**src/rtl/simple_pkg.sv**
```systemverilog
// Shared types and constants for the SIMPLE pipeline memory/writeback end.
package simple_pkg;

    localparam int unsigned DATA_W = 16;
    localparam int unsigned ADDR_W = 16;
    localparam int unsigned REG_AW = 3;

    localparam logic [1:0] MEMOP_NONE  = 2'b00;
    localparam logic [1:0] MEMOP_LOAD  = 2'b01;
    localparam logic [1:0] MEMOP_STORE = 2'b10;

    typedef enum logic [1:0] {
        IDLE = 2'd0,
        MEM  = 2'd1,
        WB   = 2'd2
    } wb_state_t;

    // Reserved code 2'b11 behaves like MEMOP_NONE.
    function automatic logic is_mem_op(input logic [1:0] op);
        return (op == MEMOP_LOAD) || (op == MEMOP_STORE);
    endfunction

endpackage

```
**src/rtl/mem_req_timer.sv**
```systemverilog
// Counts cycles a memory request has been outstanding; flags expiry on the
// MEM_TIMEOUT-th cycle. MEM_TIMEOUT = 0 disables expiry.
module mem_req_timer #(
    parameter int unsigned MEM_TIMEOUT = 255
) (
    input  logic clock,
    input  logic rst_n,
    input  logic start_i,
    input  logic run_i,
    output logic expired_o
);

    localparam int unsigned CNT_W = (MEM_TIMEOUT > 1) ? $clog2(MEM_TIMEOUT + 1) : 1;
    localparam logic [CNT_W-1:0] LAST = (MEM_TIMEOUT == 0) ? '0 : CNT_W'(MEM_TIMEOUT - 1);

    logic [CNT_W-1:0] cnt_q, cnt_d;

    always_comb begin
        cnt_d = cnt_q;
        if (start_i) begin
            cnt_d = '0;
        end else if (run_i && (cnt_q != LAST)) begin
            cnt_d = cnt_q + 1'b1;
        end
    end

    always_ff @(posedge clock or negedge rst_n) begin
        if (!rst_n) begin
            cnt_q <= '0;
        end else begin
            cnt_q <= cnt_d;
        end
    end

    assign expired_o = (MEM_TIMEOUT != 0) && run_i && (cnt_q == LAST);

endmodule

```
**src/rtl/mem_writeback_stage.sv**
```systemverilog
// Memory-access / writeback stage: performs one load or store per bundle over a
// req/ack handshake and returns register writes to the decode stage.
module mem_writeback_stage
    import simple_pkg::*;
#(
    parameter int unsigned DATA_W      = simple_pkg::DATA_W,
    parameter int unsigned ADDR_W      = simple_pkg::ADDR_W,
    parameter int unsigned MEM_TIMEOUT = 255
) (
    input  logic              clock,
    input  logic              rst_n,
    input  logic              in_valid,
    output logic              in_ready,
    input  logic [DATA_W-1:0] result,
    input  logic              writereg,
    input  logic [1:0]        memwrite,
    input  logic [2:0]        regaddress,
    input  logic [ADDR_W-1:0] address,
    input  logic [DATA_W-1:0] storedata,
    output logic              dmem_req,
    output logic              dmem_we,
    output logic [ADDR_W-1:0] dmem_addr,
    output logic [DATA_W-1:0] dmem_wdata,
    input  logic              dmem_ack,
    input  logic [DATA_W-1:0] dmem_rdata,
    output logic              readflag,
    output logic [3:0]        writetarget,
    output logic [DATA_W-1:0] writeval,
    output logic              busy,
    output logic              err
);

    wb_state_t         state_q, state_d;
    logic              ready_q;
    logic              req_q, req_d;
    logic              we_q, we_d;
    logic [ADDR_W-1:0] addr_q, addr_d;
    logic [DATA_W-1:0] wdata_q, wdata_d;
    logic              readflag_q, readflag_d;
    logic [3:0]        target_q, target_d;
    logic [DATA_W-1:0] wval_q, wval_d;
    logic              busy_q;
    logic              err_q, err_d;
    logic [REG_AW-1:0] dest_q, dest_d;
    logic              wreg_q, wreg_d;

    logic accept;
    logic timer_start;
    logic timer_run;
    logic timer_expired;

    assign accept      = in_valid && in_ready;
    assign timer_start = accept && is_mem_op(memwrite);
    assign timer_run   = (state_q == MEM) && req_q;

    mem_req_timer #(
        .MEM_TIMEOUT (MEM_TIMEOUT)
    ) u_timer (
        .clock     (clock),
        .rst_n     (rst_n),
        .start_i   (timer_start),
        .run_i     (timer_run),
        .expired_o (timer_expired)
    );

    always_comb begin
        state_d    = state_q;
        req_d      = req_q;
        we_d       = we_q;
        addr_d     = addr_q;
        wdata_d    = wdata_q;
        readflag_d = 1'b1;
        target_d   = target_q;
        wval_d     = wval_q;
        err_d      = err_q;
        dest_d     = dest_q;
        wreg_d     = wreg_q;

        unique case (state_q)
            IDLE: begin
                if (accept) begin
                    dest_d = regaddress;
                    wreg_d = writereg;
                    if (is_mem_op(memwrite)) begin
                        state_d = MEM;
                        req_d   = 1'b1;
                        we_d    = memwrite[1];
                        addr_d  = address;
                        wdata_d = storedata;
                    end else if (writereg) begin
                        state_d    = WB;
                        readflag_d = 1'b0;
                        target_d   = {1'b0, regaddress};
                        wval_d     = result;
                    end
                end
            end
            MEM: begin
                // Ack takes priority over a coincident timeout.
                if (dmem_ack) begin
                    req_d = 1'b0;
                    if (!we_q) begin
                        wval_d = dmem_rdata;
                    end
                    if (!we_q && wreg_q) begin
                        state_d    = WB;
                        readflag_d = 1'b0;
                        target_d   = {1'b0, dest_q};
                    end else begin
                        state_d = IDLE;
                    end
                end else if (timer_expired) begin
                    req_d   = 1'b0;
                    err_d   = 1'b1;
                    state_d = IDLE;
                end
            end
            WB: begin
                state_d = IDLE;
            end
            default: begin
                state_d = IDLE;
                req_d   = 1'b0;
            end
        endcase
    end

    always_ff @(posedge clock or negedge rst_n) begin
        if (!rst_n) begin
            state_q    <= IDLE;
            ready_q    <= 1'b0;
            req_q      <= 1'b0;
            we_q       <= 1'b0;
            addr_q     <= '0;
            wdata_q    <= '0;
            readflag_q <= 1'b1;
            target_q   <= '0;
            wval_q     <= '0;
            busy_q     <= 1'b0;
            err_q      <= 1'b0;
            dest_q     <= '0;
            wreg_q     <= 1'b0;
        end else begin
            state_q    <= state_d;
            ready_q    <= 1'b1;
            req_q      <= req_d;
            we_q       <= we_d;
            addr_q     <= addr_d;
            wdata_q    <= wdata_d;
            readflag_q <= readflag_d;
            target_q   <= target_d;
            wval_q     <= wval_d;
            busy_q     <= (state_d != IDLE);
            err_q      <= err_d;
            dest_q     <= dest_d;
            wreg_q     <= wreg_d;
        end
    end

    // ready_q keeps in_ready low until the first edge after reset release.
    assign in_ready    = ready_q && (state_q == IDLE);
    assign dmem_req    = req_q;
    assign dmem_we     = we_q;
    assign dmem_addr   = addr_q;
    assign dmem_wdata  = wdata_q;
    assign readflag    = readflag_q;
    assign writetarget = target_q;
    assign writeval    = wval_q;
    assign busy        = busy_q;
    assign err         = err_q;

endmodule

```
**config.mk**
```make
export PLATFORM = sky130hd
export DESIGN_NAME = mem_writeback_stage
export DESIGN_NICKNAME = d
export VERILOG_FILES = /design/src/rtl/simple_pkg.sv /design/src/rtl/mem_req_timer.sv /design/src/rtl/mem_writeback_stage.sv
export SDC_FILE = /design/constraint.sdc
export NUM_CORES = 1
export LEC_CHECK = 0
export ABC_AREA = 1
export CORE_ASPECT_RATIO = 1.2
export CORE_UTILIZATION = 45
export CTS_BUF_LIST = sky130_fd_sc_hd__clkbuf_8
export DETAILED_ROUTE_END_ITERATION = 8
export PLACE_DENSITY_LB_ADDON = 0.3
export SLEW_MARGIN = 20
export SYNTH_ARGS = -nofsm -noshare
export SYNTH_HDL_FRONTEND = slang
export SYNTH_HIERARCHICAL = 1
export SYNTH_SLANG_ARGS = --single-unit
```
**constraint.sdc**
```tcl
create_clock -name clock -period 1.7 [get_ports clock]
set_input_delay 0.34 -clock clock [delete_from_list [all_inputs] [get_ports clock]]
set_output_delay 0.34 -clock clock [all_outputs]
set_load 0.01 [all_outputs]
```
==> key figures <==
Timing
  • Final setup viols: 0
  • Clock Skew: 0.00716 ns
  • Final min period: 1.61 ns
  • Max Freq: 619 MHz
  • Fin crit share: 0.950
  • Setup TNS: 0 ns
  • Fin. Hold Viols: 0
  • Hold Slack: 0.00225 ns
  • RSZ-0062 raised after global routing: false
  • Slew Viols, Final: 0

Die
  • Die Wd: 80.3 um
  • Die area: 0.00770 mm2
  • Initial Util: 0.474
  • Overall die height: 95.9 um
  • Ports: 132
  • # rows: 33
  • Core box area: 0.00698 mm2

Setup path
  • CP required: 1.36 ns
  • Crit-path max cell delay: 0.56 ns
  • Slowest cell on crit path: clkdlybuf4s50_1
  • Crit-path leading delay family: buffers and inverters
  • Crit path max fanout: 3
  • R2R cell count: 9
  • Arrival time worst endpoint: 1.27 ns
  • Kind of critical path: register to output pin
  • Crit-path cells: clkdlybuf4s50_1
  • Critical Path Stages: 1
  • CP startpoint kind: register
  • CP Capture Type: output pin
  • Worst Path Buf+Inv: 1

Layout
  • Final instance area: 0.00504 mm2
  • Area Overhead vs Synth: 52.4%
  • Final nets: 635
  • Final Non-Filler Cells: 650
  • # diodes: 0
  • Layout cells sized above 1: 0.0959
  • Fillers: 528
  • Sequential Area: 0.00178 mm2
  • Multi-input gate area: 0.00132 mm2

Global routing
  • Total track usage: 0.238
  • Grt total ovfl: 0
  • Initial antenna violation count: 0
  • Vias in the first global route: 3,123
  • First-pass GRT wire length: 13,900 um
  • Pin count of the biggest net entering global routing: 72

Detailed routing
  • DRC: 0
  • Post-Route WL: 8550 um
  • Vias per std cell: 4.81
  • DR vias: 3,125
  • Iter 0 DRT Violations: 155
  • Drt first pass iters: 4
  • DR WL/cell: 13.2 um
  • ANT nets after route: 0

Min path
  • Hold WC Path Type: input port to async pin

Synth
  • Yosys warnings: 6
  • Syn Std Cell Area: 0.00331 mm2
  • FF+latch count, synth: 71
  • Sequential element share of the synthesized area: 0.537
  • Cell variety after synth: 28
  • Top cell type's share of synthesized area: 0.530
  • Most common cell in the netlist: nand2_1
  • Synth Instances: 414
  • Ys flop type: dfrtp_1
  • Share of flip-flops with an asynchronous set or reset: 1.00
  • Top post-synthesis cells by area: dfrtp_1 53%, nand2_1 25%, nand3_1 4.8%
  • Synth Net Count: 490
  • Mean Syn Cell Area: 7.99 um2
  • Post-synth EDFFs: 0
  • Post-synth top area cell: dfrtp_1
  • Synth top cells by count: 221 x nand2_1, 70 x dfrtp_1, 32 x nand3_1

Clock tree
  • Sinks on Clock Net: 71
  • CTS H-tree lvls: 3
  • CTS root buf: clkbuf_8
  • Worst-Skew Late Latency: 0.34 ns
  • CTS Buf Count: 9
  • Clock Tree Buf Depth: 2
  • TritonCTS clock tree: yes
  • Reg clk slew, reported paths: 0.07 ns

Power
  • PwrDens: 1400 mW/mm2
  • Leakage power: 2.56 nW
  • Worst vdd ir: 0.000840 V

Run
  • Maxcap violations: 0

Placed design
  • Placed insts: 633
  • DP Wirelength: 6040 um
  • Port buffer count: 130
  • RePlAce Congestion: 0.791
  • DP Area: 0.00476 mm2

Outcome
  • Status: complete, no violations
==> cell families (layout without fill, tap and decap cells) <==
group | after synthesis | count (layout) | share of synthesized area
flip-flops | 71 | 71 | 0.537
other | 2 | 2 | 0.00227
XOR/XNOR | 3 | 3 | 0.00794
adder cells (fa/ha/maj) | 2 | 2 | 0.00756
buffers and inverters | 38 | 187 | 0.0647
AND/OR/NAND/NOR | 285 | 285 | 0.360
AO/OA/AOI/OAI | 13 | 13 | 0.0204
==> per-stage QoR <==
stage           util  power, mW  worst slack (ns)
2_1_floorplan      -       3.75             0.217
3_3_place_gp   0.682       5.21          -0.00327
3_5_place_dp   0.682       5.28           -0.0439
4_1_cts        0.722       7.11            0.0646
5_1_grt        0.722       7.50           0.00519
6_report       0.722       7.07            0.0852
==> cell usage in the layout (no fill, tap or decap), types with 2 or more instances in the layout <==
cell and instances:
a21oi_1 4, buf_12 3, buf_4 16, bufinv_16 4, clkbuf_8 10, clkdlybuf4s50_1 127
conb_1 2, dfrtp_1 70, dlygate4sd2_1 2, ha_1 2, inv_1 17, inv_4 2
nand2_1 221, nand2_2 4, nand2_4 4, nand3_1 32, nand4_1 3, nor2_1 16
nor2_2 2, o21ai_0 7, xor2_1 3
==> what timing repair did <==
action	in CTS	in global routing
setup buffers	2	0
setup endpoints to repair	2	0
gates resized for setup	2	0
endpoints found under the hold margin	0	0
hold buffers	0	0
==> state kept, by name, summed over array words and instances, names as in the netlist, 2 cells and up <==
register / count
dmem_wdata: 16
u_timer/cnt_q: 8
writeval: 16
dest_q: 3
dmem_addr: 16
state_q: 2
writetarget: 3
==> layer usage <==
| metal | global-route usage | part of all wire | wire, um | vias to the layer above |
|---|---|---|---|---|
| met5 | 0 | 0 | 0 | - |
| met4 | 0.103 | 0.025 | 211 | 0 |
| met3 | 0.0493 | 0.060 | 511 | 20 |
| met2 | 0.434 | 0.52 | 4490 | 111 |
| met1 | 0.268 | 0.39 | 3340 | 1438 |
| li1 | - | - | - | 1556 |
==> final timing paths <==
path / start / end / slack, ns
setup / recovery: dmem_we / dmem_we / 0.09
hold / removal: rst_n / writeval[3] / 0.002
setup reg to reg: u_timer/cnt_q[0] / busy / 0.16
hold reg to reg: err / err / 0.46
max in group asynchronous: rst_n / readflag / 1.36
min in group clock: err / err / 0.46
==> power by group <==
group          total, mW  internal, mW  switching, mW  leakage (nW)
clock network       1.80          1.16          0.634         0.133
registers           2.64          2.27          0.366         0.891
logic               2.64          1.43           1.21          1.54
total               7.07          4.86           2.21          2.56
==> final cells by class <==
cell class / count / area share
tap: 87 / 0.0216
inverter: 23 / 0.0194
sequential: 71 / 0.353
clock inverter: 5 / 0.0256
timing repair buffer: 149 / 0.292
multi-input combinational: 305 / 0.261
clock buffer: 10 / 0.0273
Note: power is estimated with default switching activity, not from simulation.
==> variant 1, RTL diff (same settings) <==
`MEM_TIMEOUT` is set to 255 in 2 places; all go to 510.
--- a/src/rtl/mem_req_timer.sv
+++ b/src/rtl/mem_req_timer.sv
@@ -3,3 +3,3 @@
 module mem_req_timer #(
-    parameter int unsigned MEM_TIMEOUT = 255
+    parameter int unsigned MEM_TIMEOUT = 510
 ) (
--- a/src/rtl/mem_writeback_stage.sv
+++ b/src/rtl/mem_writeback_stage.sv
@@ -7,3 +7,3 @@
     parameter int unsigned ADDR_W      = simple_pkg::ADDR_W,
-    parameter int unsigned MEM_TIMEOUT = 255
+    parameter int unsigned MEM_TIMEOUT = 510
 ) (
Function: no difference found for any inputs over 10 cycles, from zero or initial values and one cycle with rst_n low; that may be too few to reach the edited logic, so the function may still have changed.
==> variant 1 against the original RTL <==
Fmax up 0.27%. Clock power down 11%. Final area up 1.6%. Wire length down 1.6%. Total power down 3.7%. Synthesized area up 2.2%. Utilization down 1.9 points. Worst setup slack better by 4.3 ps. Sequential cell count up 1. Global-route usage down 0.40 points. Critical path type unchanged. Largest cell class unchanged. Highest routed layer unchanged.
==> variant 1: results (changes against the original RTL) <==
* FF-to-FF End: u_timer/cnt_q[4]$_DFFE_PN0P_
* Post-DP HPWL at 6.17 mm (+2.2%)
* VDD IR-drop max at 777 µV (-7.5%)
* Synth cell count leaders: 224 x nand2_1, 71 x dfrtp_1, 31 x nand3_1
* CP required at 1360 ps (about the same)
* First-pass GRT wire length at 14.1 mm (+1.3%)
* Register area share after synthesis at 53.3% (-0.41 points)
* Hold Path Class: in -> async
* Vias in the first global route at 3,252 (+4.1%)
* Share of cells above drive strength 1 at 10.1% (+0.53 points)
* Finished Layout Cells at 663 (+2.0%)
* Top post-synthesis cells by area: dfrtp_1 53%, nand2_1 25%, nand3_1 4.6%, inv_1 2.0%, buf_6 1.7%
* Post-Synthesis Cells at 422 (+1.9%)
* Post-synthesis xor/xnor area fraction at 0.259% (-0.54 points)
* Compound-Gate Fraction of Synth Area at 2.70% (+0.66 points)
* Fin nets at 644 (+1.4%)
* Global Route Usage Sum at 23.4% (-0.40 points)
* Adder-Cell Fraction of Synth Area at 0.740% (-0.016 points)
* WL final at 8.42 mm (-1.6%)
* Largest net degree at the start of global routing at 38 (-47%)
* GP Congestion at 0.796 (+0.61%)
* CP Max Fanout at 2 (-1)
* Pre-CTS WS at -36.9 ps (+7.04 ps)
* Worst setup path startpoint: dmem_addr[12]$_DFFE_PN0P_
* Final Skew at 9.31 ps (+2.15 ps)
* Mapped Nets at 498 (+1.6%)
* Post-synth cell types at 31 (+11%)
* Status: finished, final reports clean
* Leak at 2.57 nW (+0.16%)
* Worst flop-to-flop path startpoint: state_q[1]$_DFF_PN0_
* CTS Buffer Depth at 2 (unchanged)
* Via count at 3,195 (+2.2%)
* R2R Setup Slk at 140 ps (-20 ps)
* First-iteration detailed-routing DRC count at 147 (-5.2%)
* Reg2reg path depth at 8 (-1)
variant 1: metrics by stage:
stage	total power [W]	setup TNS (ps)	area (µm²)	utilization, %	hold slack, ps
3_3_place_gp	0.00513	0	4850	66.7	248
4_1_cts	0.00689	0	5120	70.4	417
2_1_floorplan	0.00369	0	3380	-	44.4
3_5_place_dp	0.00520	-225	4850	66.7	247
5_1_grt	0.00725	-17.5	5120	70.4	450
6_report	0.00681	0	5120	70.4	429
variant 1: layout make-up:
cell class,instances,area [µm²]
fillers,548,2150
flip-flops and latches,72,1800
repair buffers,150,1500
multi-input cells,312,1370
clock buffers,9,124
clock inverters,7,120
well taps,90,113
inverters,23,95.1
variant 1: report_power, final:
part           internal (W)  switching (W)
combinational       0.00141        0.00117
clock              0.000976       0.000634
sequential          0.00227       0.000346
variant 1: worst max path at each step:
stage	endpoint	slack [ps]	cells after the start
floorplan	u_timer/cnt_q[3]$_DFFE_PN0P_	200	11
global placement	writeval[0]$_DFFE_PN0P_	2	6
detailed placement	writeval[10]$_DFFE_PN0P_	-40	9
CTS	dmem_addr[12]	70	1
global route	u_timer/cnt_q[4]$_DFFE_PN0P_	-8	8
finish	dmem_addr[12]	90	1
variant 1: routing by layer:
layer	global-route usage (%)	vias to the layer above	part of all wire, %
li1	-	1600	-
met1	26.9	1459	41
met2	39.8	122	49
met4	10.6	0	1.8
met3	6.23	14	8.6
met5	0	-	0
variant 1: cells by family (layout without fill, tap and decap cells):
family          after synthesis  in the layout
xor+xnor                      1              1
flops                        72             72
simple gates                291            291
buf+inv                      38            189
compound gates               16             16
other cells                   2              2
fa+ha+maj                     2              2
variant 1: timing repair:
item,CTS,global route
setup buffers,2,0
hold buffers,1,0
hold endpoints to repair,20,0
gates resized for setup,2,0
endpoints found under the setup margin,2,3
==> variant 2, RTL diff (same flow settings) <==
Without the edit above. Re-encode `wb_state_t` (3 states) as one-hot, 3 bits wide.
--- a/src/rtl/simple_pkg.sv
+++ b/src/rtl/simple_pkg.sv
@@ -11,6 +11,6 @@
 
-    typedef enum logic [1:0] {
-        IDLE = 2'd0,
-        MEM  = 2'd1,
-        WB   = 2'd2
+    typedef enum logic [2:0] {
+        IDLE = 3'b001,
+        MEM  = 3'b010,
+        WB   = 3'b100
     } wb_state_t;
Function: same outputs for any inputs over 10 cycles, from zero or initial values and one cycle with rst_n low; not proved beyond that.
==> variant 2 against the original RTL <==
Register-to-register slack got worse by 90 ps. Final area up 4.1%. Worst hold slack better by 470 ps. Combinational power shrank 21%. Wire length up 3.6%. Synthesized area is 2.4% higher. Worst setup slack worse by 37 ps. Synthesized cell count increased by 2.9%. Final cell count increased by 4.5%. Utilization is 0.11 points lower. Total power shrank 17%. Sequential cell count grew 1.
==> variant 2: results (changes against the original RTL) <==
* Post-placement cell count at 655 (+3.5%)
* Vias in the first global route at 3,161 (+1.2%)
* Post-CTS Setup Bufs at 0 (-2)
* VDD IR-drop max at 653 µV (-22%)
* FF-to-FF End: dmem_req$_DFFE_PN0P_
* CP Max Fanout at 2 (-1)
* Leak at 2.64 nW (+2.9%)
* Status: finished, final reports clean
* CP max stage delay at 530 ps (-30 ps)
* Mean routed wirelength per cell at 13.1 µm (-0.84%)
* Post-synth cell types at 31 (+11%)
* Combinational Power at 0.00208 W (-21%)
* Top post-synthesis cells by area: dfrtp_1 52%, nand2_1 25%, nand3_1 4.4%, inv_1 2.1%, nor2_1 1.8%
* Fill cell count at 544 (+3.0%)
* Met3 Resource Use GR at 3.66% (-1.3 points)
* Sequential power share at 41.2% (+3.9 points)
* Global Route Usage Sum at 23.1% (-0.76 points)
* Slowest-stage cell, CP: dfstp_2
* Share of cells above drive strength 1 at 13.8% (+4.2 points)
* Worst flop-to-flop path startpoint: u_timer/cnt_q[0]$_DFFE_PN0P_
* Hold buffer count at cts at 1 (+1)
* Largest net degree at the start of global routing at 28 (-61%)
* GR Util met2 at 39.9% (-3.5 points)
* Combinational share of power at 35.3% (-2.0 points)
* Post-DP HPWL at 6.34 mm (+5.0%)
* Worst setup path startpoint: state_q[0]$_DFF_PN1_
* First-iteration detailed-routing DRC count at 122 (-21%)
* Finished Layout Cells at 679 (+4.5%)
* Critical path destination: in_ready
* Via count at 3,270 (+4.6%)
* Register area share after synthesis at 53.2% (-0.49 points)
* R2R Setup Slk at 70 ps (-90 ps)
* Mapped Nets at 502 (+2.4%)
* First-pass GRT wire length at 14.0 mm (about the same)
* Reg2reg path depth at 11 (+2)
* Worst EP arrival at 1310 ps (+40 ps)
* Final Skew at 6.26 ps (-0.896 ps)
* Switching Share at 30.5% (-0.79 points)
* Hold Path Class: reg -> reg
* Syn Area/Cell at 7.95 µm² (-0.46%)
* Placement Cell Area at 4900 µm² (+2.8%)
* Synth cell count leaders: 228 x nand2_1, 70 x dfrtp_1, 30 x nand3_1
* GP Congestion at 0.853 (+7.9%)
* Met1 usage at 27.6% (+0.78 points)
* Post-CTS Resized at 5 (+3)
-- variant 2: changes by cell type after synthesis, moves of 2 or more --
cell / before / now
inv_2: 1 / 4
inv_1: 17 / 19
nand2_4: 4 / 2
a21oi_1: 4 / 1
nand2_1: 221 / 228
nand3_1: 32 / 30
-- variant 2: logic make-up (layout without fill, tap and decap cells) --
family	after synthesis	count (layout)	synth area share [%]
flip-flops	72	72	53.2
other	2	2	0.222
AO/OA/AOI/OAI	14	14	2.88
adder cells (fa/ha/maj)	2	2	0.738
XOR/XNOR	3	3	0.776
AND/OR/NAND/NOR	291	292	35.4
buffers and inverters	42	204	6.76
-- variant 2: final cells by class --
type | count | area, µm² | area share (%)
Sequential cell | 72 | 1800 | 34.4
Timing Repair Buffer | 161 | 1610 | 30.6
Multi-Input combinational cell | 313 | 1400 | 26.8
Clock buffer | 11 | 151 | 2.89
Inverter | 27 | 115 | 2.19
Tap cell | 90 | 113 | 2.15
Clock inverter | 5 | 55.1 | 1.05
-- variant 2: per-layer routing --
| metal | vias to the layer above | wire (µm) | part of all wire [%] |
|---|---|---|---|
| met2 | 107 | 4570 | 52 |
| met3 | 15 | 489 | 5.5 |
| met5 | - | 0 | 0 |
| met4 | 0 | 155 | 1.7 |
| li1 | 1621 | - | - |
| met1 | 1527 | 3640 | 41 |
-- variant 2: metrics by stage --
stage | setup slack (ps) | hold slack, ps | utilization [%]
CTS | -39.0 | 478 | 70.3
global placement | -7.54 | 355 | 67.3
detailed placement | -79.1 | 352 | 67.3
floorplan | 33.1 | 44.4 | -
finish | 47.8 | 474 | 72.1
global route | -5.90 | 502 | 72.1
-- variant 2: worst max-delay path, delay by kind of cell (launching register included) --
kind | cells | cell delay [ps]
flops | 1 | 530
simple gates | 2 | 270
buf+inv | 1 | 170
